===== config.mk =====
export PLATFORM = sky130hd
export DESIGN_NAME = rnn_step_sched
export DESIGN_NICKNAME = d
export VERILOG_FILES = /design/src/rtl/rnn_step_sched.sv
export SDC_FILE = /design/constraint.sdc
export NUM_CORES = 1
export LEC_CHECK = 0
export CAP_MARGIN = 10
export CORE_ASPECT_RATIO = 0.75
export CORE_MARGIN = 3
export CORE_UTILIZATION = 53
export DETAILED_ROUTE_END_ITERATION = 8
export HOLD_SLACK_MARGIN = 0.08
export PLACE_DENSITY = 0.79
export SYNTH_ARGS = -nofsm -noshare
export SYNTH_HDL_FRONTEND = slang
export SYNTH_SLANG_ARGS = --single-unit

===== constraint.sdc =====
create_clock -name clk -period 2.5 [get_ports clk]
set_clock_uncertainty 0.15 [all_clocks]
set_input_delay 0.75 -clock clk [delete_from_list [all_inputs] [get_ports clk]]
set_output_delay 0.75 -clock clk [all_outputs]
set_load 0.05 [all_outputs]

===== src/rtl/rnn_step_sched.sv =====
// rnn_step_sched: sequences the shared FP datapath through one RNN step per
// row and timestep, with a one-command-outstanding handshake and a WAIT timeout.
`default_nettype none

module rnn_step_sched #(
  parameter int T_STEPS = 3,
  parameter int ROWS    = 3,
  parameter int TIMEOUT = 15
) (
  input  logic       clk,
  input  logic       rst_n,
  input  logic       start,
  input  logic       abort,
  output logic       cmd_valid,
  input  logic       cmd_ready,
  output logic [2:0] cmd_op,
  output logic [1:0] cmd_row,
  output logic [1:0] cmd_t,
  input  logic       rsp_valid,
  output logic       y_valid,
  output logic [3:0] y_index,
  output logic       busy,
  output logic       done,
  output logic       err
);

  typedef enum logic [1:0] {
    S_IDLE  = 2'd0,
    S_ISSUE = 2'd1,
    S_WAIT  = 2'd2,
    S_DONE  = 2'd3
  } state_t;

  localparam logic [2:0] OP_DOT_UX   = 3'd0;
  localparam logic [2:0] OP_EXP_NEG  = 3'd3;
  localparam logic [2:0] OP_RELU_OUT = 3'd7;
  localparam logic [1:0] LAST_ROW    = 2'(ROWS - 1);
  localparam logic [1:0] LAST_T      = 2'(T_STEPS - 1);
  localparam logic [7:0] TMO_MAX     = 8'(TIMEOUT);

  state_t     state_q, state_d;
  logic [2:0] op_q, op_d;
  logic [1:0] row_q, row_d;
  logic [1:0] t_q, t_d;
  logic [7:0] tmo_q, tmo_d;
  logic       y_valid_q, y_valid_d;
  logic [3:0] y_index_q, y_index_d;
  logic       err_q, err_d;
  logic [7:0] tmo_inc;

  assign tmo_inc = tmo_q + 8'd1;

  always_comb begin
    state_d   = state_q;
    op_d      = op_q;
    row_d     = row_q;
    t_d       = t_q;
    tmo_d     = tmo_q;
    y_valid_d = 1'b0;
    y_index_d = y_index_q;
    err_d     = 1'b0;
    if (abort) begin
      state_d = S_IDLE;
      op_d    = '0;
      row_d   = '0;
      t_d     = '0;
      tmo_d   = '0;
    end else begin
      case (state_q)
        S_IDLE: begin
          if (start) begin
            state_d = S_ISSUE;
            op_d    = OP_DOT_UX;
            row_d   = '0;
            t_d     = '0;
          end
        end
        S_ISSUE: begin
          if (cmd_ready) begin
            state_d = S_WAIT;
            tmo_d   = '0;
          end
        end
        S_WAIT: begin
          // A response arriving on the final allowed cycle beats the timeout.
          if (rsp_valid) begin
            state_d = S_ISSUE;
            if (op_q == OP_RELU_OUT) begin
              y_valid_d = 1'b1;
              y_index_d = 4'(int'(t_q) * ROWS + int'(row_q));
            end
            if (row_q != LAST_ROW) begin
              row_d = row_q + 2'd1;
            end else begin
              row_d = '0;
              if (op_q == OP_RELU_OUT) begin
                op_d = OP_DOT_UX;
                if (t_q == LAST_T) begin
                  state_d = S_DONE;
                  t_d     = '0;
                end else begin
                  t_d = t_q + 2'd1;
                end
              end else if (t_q == 2'd0 && op_q == OP_DOT_UX) begin
                // No recurrent terms at t=0: the hidden state is zero.
                op_d = OP_EXP_NEG;
              end else begin
                op_d = op_q + 3'd1;
              end
            end
          end else if (tmo_inc == TMO_MAX) begin
            state_d = S_IDLE;
            err_d   = 1'b1;
            op_d    = '0;
            row_d   = '0;
            t_d     = '0;
            tmo_d   = '0;
          end else begin
            tmo_d = tmo_inc;
          end
        end
        S_DONE: begin
          state_d = S_IDLE;
        end
        default: begin
          state_d = S_IDLE;
        end
      endcase
    end
  end

  always_ff @(posedge clk or negedge rst_n) begin
    if (!rst_n) begin
      state_q   <= S_IDLE;
      op_q      <= '0;
      row_q     <= '0;
      t_q       <= '0;
      tmo_q     <= '0;
      y_valid_q <= 1'b0;
      y_index_q <= '0;
      err_q     <= 1'b0;
    end else begin
      state_q   <= state_d;
      op_q      <= op_d;
      row_q     <= row_d;
      t_q       <= t_d;
      tmo_q     <= tmo_d;
      y_valid_q <= y_valid_d;
      y_index_q <= y_index_d;
      err_q     <= err_d;
    end
  end

  assign cmd_valid = (state_q == S_ISSUE);
  assign cmd_op    = op_q;
  assign cmd_row   = row_q;
  assign cmd_t     = t_q;
  assign y_valid   = y_valid_q;
  assign y_index   = y_index_q;
  assign busy      = (state_q != S_IDLE);
  assign done      = (state_q == S_DONE);
  assign err       = err_q;

endmodule

`default_nettype wire


==> metrics.md, run 1 <==
| Metric | Value |
|---|---|
| Outcome | `finished, final reports clean` |
| Hold Slack | `358 ps` |
| Clock root cell | `clkbuf_4` |
| DR iter-0 viols | `50` |
| Crit Path Class | `reg -> out` |
| Hold WC Path Type | `reg -> reg` |
| Total gr overflow | `0` |
| Final ANT Viol Nets | `0` |
| Antenna violations before repair | `0` |
| Global Route Usage Sum | `about a fifth` |
| Largest delay share family, worst path | `buffers and inverters` |
| Crit. path cell count | `1` |
| Comb pwr share | `22.7%` |
| Sequential power share | `between 50 and 60%` |
| Slowest-stage cell, CP | `clkdlybuf4s50_1` |
| Placed cell count | `between 200 and 250` |
| Final period util | `96.3%` |
| Synth cell count leaders | `dfrtp_1 (23), nand2_1 (19), ha_1 (11)` |
| Count leader, synth | `dfrtp_1` |
| CP endpoint | `y_index[2]` |
| Die area | `3290 um^2` |
| Filler cells | `approximately 200` |
| Drt pass-1 iters | `4` |
| Synth area leaders | `dfrtp_1 (41%), ha_1 (9.9%), nand2_1 (5.1%)` |
| Final Worst Setup Slack | `approximately 92 ps` |
| GP Congestion | `between 0.8 and 0.9` |
| Ratio of cells with drive above 1 in the final layout | `between 10% and 20%` |
| Synth Flop Type | `dfrtp_1` |
| Net count reported at finish | `around 200` |
| Synth area leader | `dfrtp_1` |
| FMAX | `approximately 420 MHz` |
| Worst R2R Path Depth | `5` |
| Tmin final | `2410 ps` |
| Yosys Warn Count | `0` |
| Top cell type's share of synthesized area | `approximately two fifths` |
| Max Buffers Root-to-Sink | `2` |
| Largest net degree at the start of global routing | `24` |
| Worst path cell trace | `clkdlybuf4s50_1` |
| Syn avg cell area | `9.61 um^2` |
| Synthesized instance count | `145` |
| Max rail drop VDD | `between 300 and 400 uV` |
| H-tree levels | `1` |
| RSZ-0062 raised after global routing | `no` |
| P_int | `around 500 uW` |
| Routed wire per std cell | `~14 um` |
| Psw | `~240 uW` |
| LEAKAGE | `0.000847 uW` |
| Max-slew violations | `0` |
| Ys async rst share | `100%` |
| Setup repair bufs after CTS | `0` |
| First-pass GRT wire length | `between 5000 and 6000 um` |
| IO Pins | `22` |
| Critical Path Max Stage Delay | `~800 ps` |
| Final WL | `2930 um` |
| Reg-to-reg critical path endpoint | `y_index[2]` |
| Relative slew margins | `65.9%` |
| Final Hold Fails | `0` |
| Fin Setup TNS | `0 ps` |
| Slew @ Worst Pin | `slightly above 500 ps` |
| WP buf/inv | `1` |
| Die Y | `between 50 and 60 um` |
| Finish-stage setup viols | `0` |
| N_diodes | `0` |
| Via density | `about 5.5` |
| DP HPWL | `~2300 um` |
| Worst EP required | `1600 ps` |
| Fin cells | `210` |
| Pre-CTS setup slack | `~3.5 ps` |
| CP startpoint kind | `flop` |
| Post-synthesis cell area | `1390 um^2` |
| Synth unique cells | `43` |
| Switching share of power | `32.4%` |
| Crit end category | `primary output` |
| Sequential-to-total area share from yosys stat | `41.3%` |
| Max cap viols | `0` |
| Number of synthesized flops with an enable pin | `0` |
| Worst EP arrival | `about 1500 ps` |
| Initial core utilization | `58.0%` |
| Net Count, Synth | `approximately 160` |
| Die width | `65.2 um` |
| R2R setup slack | `400 ps` |
| Vias in the first global route | `~1100` |
| Row Count | `15` |
| Core area | `~2400 um^2` |
| Vias | `~1100` |
| Clk pwr share | `about 23%` |
| Synth Register Bits | `23` |
| Pwr/cell area | `roughly 440 nW/um^2` |
| CTS Sinks | `23` |
| Clock latency on the worst-skew pair | `roughly 310 ps` |
| CTS tree | `yes` |
| R2R Path Start | `cmd_row[1]` |
| Area growth, synth to finish | `22.0%` |
| Port bufs | `21` |
| Critical Path Start | `y_index[2]` |
| DRC errors left | `0` |
| Inserted Clock Buffers | `3` |
| Crit-path max FO | `2` |
| Clk slew on worst S/H paths | `between 100 and 150 ps` |
[sequential cells by signal, indices dropped and copies added, names as in the netlist]
register,flops
y_valid,1
err,1
tmo_q,8
state_q,2
cmd_op,3
cmd_t,2
y_index,4
cmd_row,2
[cell type report]
cell class	instances	area (um^2)	share of cell area, %
multi-input cells	111	769	45.3
flip-flops and latches	23	576	33.8
repair buffers	28	249	14.6
well taps	34	42.5	2.50
inverters	10	37.5	2.21
clock buffers	4	26.3	1.55
[cells by family (layout without fill, tap and decap cells)]
group | count (synthesis) | count (layout) | synth area share (%)
multiplexers | 1 | 1 | 0.718
AO/OA/AOI/OAI | 37 | 37 | 18.5
AND/OR/NAND/NOR | 60 | 60 | 23.3
buffers and inverters | 11 | 42 | 3.50
adder cells (fa/ha/maj) | 13 | 13 | 12.7
flip-flops | 23 | 23 | 41.3
[cells in the final DEF (no fill, tap or decap), drive strengths merged, types with 3 or more instances in the layout]
cell	n
buf	14
o21ai	14
clkbuf	4
clkdlybuf4s50	11
ha	11
nand3	6
dfrtp	23
a21o	3
nand2b	5
and2	4
nand2	19
nor2	12
a21oi	3
inv	10
[power by group through the flow]
stage	Sequential [uW]	Combinational (uW)	Clock, uW
final	412	171	172
after CTS	412	173	181
after floorplan	454	73.6	0
after global routing	418	184	196
after global placement	420	176	0
after detailed placement	420	178	0
[routing by layer]
metal  part of all wire (%)  track usage, %
met5                      0               0
met4                   0.58            4.14
met3                    5.7            5.82
met2                     46            32.4
met1                     48            28.1
[metrics by stage]
step           util (%)  total power (uW)  instance area [um^2]
6_report           70.8               755                  1700
5_1_grt            70.8               799                  1700
4_1_cts            70.6               766                  1700
3_5_place_dp       69.5               597                  1670
3_3_place_gp       69.5               596                  1670
2_1_floorplan         -               527                  1390
[worst reg2reg max path, stage by stage, from the launching register on]
cell	delay [ps]
dfrtp_1	470
fa_1	560
ha_1	150
inv_1	60
fa_1	460
o21ai_0	180
[worst min path at each step]
stage / depth (start not counted) / endpoint / start / slack [ps]
floorplan: 0 / cmd_op[0] / rst_n / 300
global placement: 2 / y_index[0] / y_index[0] / 320
detailed placement: 2 / y_index[0] / y_index[0] / 330
CTS: 1 / tmo_q[7] / tmo_q[7] / 360
global route: 1 / tmo_q[7] / tmo_q[7] / 390
finish: 1 / tmo_q[7] / tmo_q[7] / 360
[timing repair]
action                                  4_1_cts  5_1_grt
gates resized for setup                       1        2
pin swaps                                     0        0
gates cloned                                  0        0
hold buffers                                  0        0
endpoints found under the setup margin        1        2
No activity file was read; power rests on OpenSTA's default activity.
==> inputs of run 2 (changes only) <==
Settings changed: CORE_UTILIZATION 53 to 50, PLACE_DENSITY 0.79 to 0.75, SLEW_MARGIN set to 20.
==> run 2 against run 1 <==
Compared with the run above: die area rose by 5.4%; setup slack got worse by 31 ps; via count is 2.1% lower; flip-flop and latch count stayed put; non-clock buffer count rose by 3; power rose by 8.0%; fmax down 1.3%; critical endpoint is now cmd_row[0].
==> metrics.md, run 2 (synthesis results as in run 1) <==
| Metric | Value |
|---|---|
| Max-slew violations | `0 (unchanged)` |
| H-tree levels | `1 (unchanged)` |
| RSZ-0062 raised after global routing | `no` |
| Critical Path Max Stage Delay | `830 ps (about the same)` |
| Initial core utilization | `56.3% (-1.8 points)` |
| Final ANT Viol Nets | `0 (unchanged)` |
| Relative slew margins | `65.5% (-0.39 points)` |
| Worst EP required | `1600 ps (about the same)` |
| Pwr/cell area | `469 nW/um^2 (+5.6%)` |
| DR iter-0 viols | `37 (-26%)` |
| Crit Path Class | `reg -> out` |
| Vias | `1125 (-2.1%)` |
| Clk slew on worst S/H paths | `80 ps (-40 ps)` |
| Total gr overflow | `0 (unchanged)` |
| GP Congestion | `0.853 (+0.94%)` |
| Largest delay share family, worst path | `buffers and inverters` |
| DRC errors left | `0 (unchanged)` |
| Most common cell after layout, fill and taps aside | `dfrtp_1` |
| LEAKAGE | `0.000828 uW (-2.3%)` |
| Area growth, synth to finish | `24.7%` |
| Port bufs | `21 (unchanged)` |
| R2R Path Start | `tmo_q[0]` |
| Placed inst area | `1690 um^2 (+1.3%)` |
| Tmin final | `2440 ps (+31.4 ps)` |
| IO Pins | `22 (unchanged)` |
| Final Cell Area | `1740 um^2 (+2.2%)` |
| Die width | `67.0 um (+2.7%)` |
| Die Y | `51.7 um (+2.6%)` |
| Clock root cell | `clkbuf_8` |
| Most frequent cells in the layout | `dfrtp_1 (23), nand2_1 (19), buf_4 (17)` |
| Final Hold Fails | `0 (unchanged)` |
| N_diodes | `0 (unchanged)` |
| WP buf/inv | `1 (unchanged)` |
| Final period util | `97.6% (+1.3 points)` |
| Max rail drop VDD | `318 uV (-19%)` |
| Via density | `5.28 (-3.5%)` |
| Clock latency on the worst-skew pair | `260 ps (-50 ps)` |
| Worst EP arrival | `1540 ps (+30 ps)` |
| Post-cts gate resize count | `0 (-1)` |
| Slew @ Worst Pin | `516 ps (+5.88 ps)` |
| Final WL | `2860 um (-2.5%)` |
| DP HPWL | `2250 um (-1.7%)` |
| Filler cells | `211 (+7.1%)` |
| Max cap viols | `0 (unchanged)` |
| Finish-stage setup viols | `0 (unchanged)` |
| CTS tree | `yes` |
| Inserted Clock Buffers | `3 (unchanged)` |
| Hold WC Path Type | `reg -> reg` |
| Row Count | `15 (unchanged)` |
| Crit end category | `primary output` |
| Outcome | `finished, final reports clean` |
| Crit-path max FO | `6 (+4)` |
| First-pass GRT wire length | `5150 um (-1.8%)` |
| Drt pass-1 iters | `4 (unchanged)` |
| Routed wire per std cell | `13.4 um (-3.9%)` |
| Ratio of cells with drive above 1 in the final layout | `18.4% (+1.4 points)` |
| Largest net degree at the start of global routing | `24 (unchanged)` |
| CTS Sinks | `23 (unchanged)` |
| Antenna violations before repair | `0 (unchanged)` |
| Global Route Usage Sum | `19.5% (-0.96 points)` |
| Slowest-stage cell, CP | `clkdlybuf4s50_1` |
| Worst path cell trace | `clkdlybuf4s50_1` |
| Vias in the first global route | `1128 (-0.44%)` |
| Largest Register | `tmo_q` |
| Post-CTS Hold Buffers | `0 (unchanged)` |
| Critical Path Start | `cmd_row[0]` |
| CP startpoint kind | `flop` |
| Fin Setup TNS | `0 ps (unchanged)` |
| FMAX | `410 MHz (-1.3%)` |
| Max Buffers Root-to-Sink | `2 (unchanged)` |
| Max FFs per register | `8 (unchanged)` |
| Setup repair bufs after CTS | `0 (unchanged)` |
| Core area | `2480 um^2 (+3.1%)` |
| Die area | `3460 um^2 (+5.4%)` |
| Net count reported at finish | `199 (+1.5%)` |
| Hold Crit Start | `y_index[0]` |
==> run 2: area by class of cell <==
type,instances,area [um^2],share of cell area (%)
Sequential cell,23,576,33.1
Inverter,10,37.5,2.16
Clock buffer,4,45.0,2.59
Timing Repair Buffer,31,268,15.4
Tap cell,34,42.5,2.45
Multi-Input combinational cell,111,769,44.3
==> run 2: worst paths after layout <==
path / to / slack [ps] / cells after the start
setup / recovery: cmd_row[0] / 60 / 1
hold / removal: y_index[0] / 330 / 2
setup reg to reg: cmd_op[0] / 430 / 7
hold reg to reg: y_index[0] / 330 / 2
max in group asynchronous: tmo_q[6] / 1280 / 2
min in group asynchronous: y_index[1] / 690 / 2
==> run 2: metal layers <==
layer | vias to the layer above | share of wire [%] | global-route usage [%]
met5 | - | 0 | 0
met3 | 2 | 6.1 | 6.05
met1 | 522 | 53 | 29.1
met4 | 0 | 0.21 | 3.03
li1 | 570 | - | -
met2 | 31 | 41 | 28.3
==> run 2: stage by stage <==
| stage | hold WS, ps | setup slack (ps) | utilization (%) | std cells | power, uW |
|---|---|---|---|---|---|
| 3_5_place_dp | 317 | 56.0 | 68.3 | 209 | 597 |
| 4_1_cts | 336 | 56.4 | 70.2 | 213 | 822 |
| 5_1_grt | 357 | 1.13 | 70.2 | 213 | 858 |
| 2_1_floorplan | 303 | 285 | - | 145 | 527 |
| 3_3_place_gp | 309 | 105 | 68.3 | 209 | 594 |
| 6_report | 329 | 60.7 | 70.2 | 213 | 815 |
==> run 2: power by group <==
group / total, uW / switching (uW) / internal, uW
sequential: 413 / 27.1 / 386
clock: 226 / 112 / 114
combinational: 176 / 109 / 67.5
==> inputs of run 3 (changes only) <==
Settings changed: ABC_AREA set to 1, CAP_MARGIN 10 to unset.
==> run 3 against run 2 <==
Compared with the run above: global-route usage down 0.65 points; highest routed layer unchanged; critical path type unchanged; critical path depth is the same; area after synthesis rose by 1.6%; power rose by 26%; cell count is 14% higher; routed wire length grew 0.60%; worst hold slack gained 32 ps; die area increased by 1.4%.
==> metrics.md, run 3 <==
| Metric | Value |
|---|---|
| Largest Register | `tmo_q` |
| Clock root cell | `clkbuf_8` |
| CTS tree | `yes` |
| Row Count | `16 (+1)` |
| CP startpoint kind | `flop` |
| Initial core utilization | `53.2% (-3.1 points)` |
| Synth unique cells | `24 (-44%)` |
| Filler cells | `230 (+9.0%)` |
| Area growth, synth to finish | `22.0%` |
| DP HPWL | `2250 um (about the same)` |
| Die Y | `52.1 um (+0.71%)` |
| Top cell type's share of synthesized area | `40.6% (-0.66 points)` |
| Hold Crit Depth | `1 (-1)` |
| N_diodes | `0 (unchanged)` |
| Most common cell after layout, fill and taps aside | `nand2_1` |
| DRC errors left | `0 (unchanged)` |
| Psw | `410 uW (+65%)` |
| Via density | `5.00 (-5.3%)` |
| Ratio of cells with drive above 1 in the final layout | `12.6% (-5.9 points)` |
| Hold endpoint | `y_index[0]` |
| Synthesized instance count | `179 (+23%)` |
| Fin Setup TNS | `0 ps (unchanged)` |
| Comb pwr share | `36.5% (+15 points)` |
| Synth area leaders | `dfrtp_1 (41%), nand2_1 (12%), ha_1 (9.7%)` |
| Inserted Clock Buffers | `3 (unchanged)` |
| Design Power | `1030 uW (+26%)` |
| Clk slew on worst S/H paths | `80 ps (about the same)` |
| Critical Path Max Stage Delay | `850 ps (+20 ps)` |
| Slowest-stage cell, CP | `clkdlybuf4s50_1` |
| Critical Path Start | `cmd_row[1]` |
| Finish-stage setup viols | `0 (unchanged)` |
| First-pass GRT wire length | `4990 um (-3.2%)` |
| Max-slew violations | `0 (unchanged)` |
| Clk pwr share | `22.6% (-5.1 points)` |
| DR iter-0 viols | `61 (+65%)` |
| Sequential power share | `40.9% (-9.8 points)` |
| Max FFs per register | `8 (unchanged)` |
| Post-synthesis cell area | `1420 um^2 (+1.6%)` |
| WP buf/inv | `1 (unchanged)` |
| Relative slew margins | `66.1% (+0.59 points)` |
| Pwr/cell area | `594 nW/um^2 (+27%)` |
| Worst EP arrival | `1550 ps (about the same)` |
| IO Pins | `22 (unchanged)` |
| Synth Register Bits | `23 (unchanged)` |
| P_int | `617 uW (+8.7%)` |
| Worst R2R Path Depth | `11 (+4)` |
| Net Count, Synth | `198 (+21%)` |
| Global Route Usage Sum | `18.9% (-0.65 points)` |
| Max cap viols | `0 (unchanged)` |
| Setup repair bufs after CTS | `0 (unchanged)` |
| Total gr overflow | `0 (unchanged)` |
| Syn avg cell area | `7.91 um^2 (-18%)` |
| R2R setup slack | `500 ps (+70 ps)` |
| Synth Flop Type | `dfrtp_1` |
| Largest net degree at the start of global routing | `24 (unchanged)` |
| Core area | `2660 um^2 (+7.5%)` |
| Vias in the first global route | `1163 (+3.1%)` |
| Post-cts gate resize count | `0 (unchanged)` |
| Crit Path Class | `reg -> out` |
| Crit end category | `primary output` |
| GP Congestion | `0.927 (+8.7%)` |
| Max rail drop VDD | `536 uV (+69%)` |
| Port bufs | `21 (unchanged)` |
| Outcome | `finished, final reports clean` |
| Crit. path cell count | `1 (unchanged)` |
| CTS Sinks | `23 (unchanged)` |
| Routed wire per std cell | `11.8 um (-12%)` |
| Hold WC Path Type | `reg -> reg` |
| Tmin final | `2450 ps (+12.9 ps)` |
| Worst path cell trace | `clkdlybuf4s50_1` |
| RSZ-0062 raised after global routing | `no` |
| LEAKAGE | `0.000896 uW (+8.3%)` |
| Post-CTS Hold Buffers | `0 (unchanged)` |
| Vias | `1216 (+8.1%)` |
| Switching share of power | `39.9% (+9.5 points)` |
| Sequential-to-total area share from yosys stat | `40.6% (-0.66 points)` |
| Final period util | `98.1% (+0.52 points)` |
| Final ANT Viol Nets | `0 (unchanged)` |
| Count leader, synth | `nand2_1` |
| H-tree levels | `1 (unchanged)` |
| R2R Path Start | `tmo_q[0]` |
| Antenna violations before repair | `0 (unchanged)` |
| Slew @ Worst Pin | `507 ps (-8.80 ps)` |
| Die area | `3510 um^2 (+1.4%)` |
| Synth area leader | `dfrtp_1` |
| Clock latency on the worst-skew pair | `260 ps (about the same)` |
| Hold Crit Start | `y_index[0]` |
| Drt pass-1 iters | `4 (unchanged)` |
| Reg-to-reg critical path endpoint | `cmd_op[0]` |
| Max Buffers Root-to-Sink | `2 (unchanged)` |
| Worst EP required | `1600 ps (about the same)` |
| Ys async rst share | `100% (unchanged)` |
| Final Hold Fails | `0 (unchanged)` |
| Net count reported at finish | `227 (+14%)` |
| Largest delay share family, worst path | `buffers and inverters` |
| Number of synthesized flops with an enable pin | `0 (unchanged)` |
| Final WL | `2870 um (+0.60%)` |
| Die width | `67.5 um (+0.73%)` |
| Crit-path max FO | `4 (-2)` |
| Synth cell count leaders | `nand2_1 (45), inv_1 (32), dfrtp_1 (23)` |
| Yosys Warn Count | `0 (unchanged)` |
| FMAX | `408 MHz (-0.53%)` |
| Most frequent cells in the layout | `nand2_1 (45), inv_1 (32), dfrtp_1 (23)` |
## run 3: worst max-delay path by stage
stage / to
2_1_floorplan: y_index[2]
3_3_place_gp: tmo_q[0]
3_5_place_dp: tmo_q[1]
4_1_cts: cmd_row[1]
5_1_grt: cmd_row[1]
6_report: cmd_row[1]
## run 3: metal layers
layer  track usage [%]  part of all wire (%)  routed length, um
met3              3.89                   3.6                103
met2              31.6                    49               1410
met4              5.72                   1.0                 30
met1              24.5                    46               1330
met5                 0                     0                  0
## run 3: logic make-up (layout without fill, tap and decap cells)
logic type      Yosys count  after routing  synth area share, %
fa+ha+maj                13             13                 12.5
buf+inv                  34             62                 9.01
compound gates           20             20                 9.19
simple gates             86             86                 26.3
mux                       3              3                 2.30
flops                    23             23                 40.6
## run 3: per-stage QoR
| step | instance area, um^2 | instances | setup slack (ps) | utilization [%] | hold WS [ps] |
|---|---|---|---|---|---|
| final | 1730 | 243 | 47.8 | 64.9 | 360 |
| after global routing | 1730 | 243 | 16.5 | 64.9 | 388 |
| after CTS | 1730 | 243 | 47.9 | 64.9 | 368 |
| after detailed placement | 1680 | 239 | -48.1 | 63.2 | 349 |
| after global placement | 1680 | 239 | 58.6 | 63.2 | 342 |
| after floorplan | 1420 | 179 | 307 | - | 304 |
## run 3: area by class of cell
class / instances / area, um^2 / area share [%]
Timing Repair Buffer: 24 / 220 / 12.7
Multi-Input combinational cell: 122 / 713 / 41.3
Inverter: 34 / 128 / 7.39
Clock buffer: 3 / 41.3 / 2.39
Clock inverter: 1 / 5.00 / 0.290
Sequential cell: 23 / 576 / 33.3
Tap cell: 36 / 45.0 / 2.61
## run 3: power groups by stage
| stage | logic [uW] | registers, uW | clock network (uW) |
|---|---|---|---|
| global placement | 367 | 425 | 0 |
| CTS | 375 | 420 | 236 |
| floorplan | 239 | 448 | 0 |
| detailed placement | 371 | 428 | 0 |
| finish | 374 | 420 | 232 |
| global route | 410 | 425 | 245 |
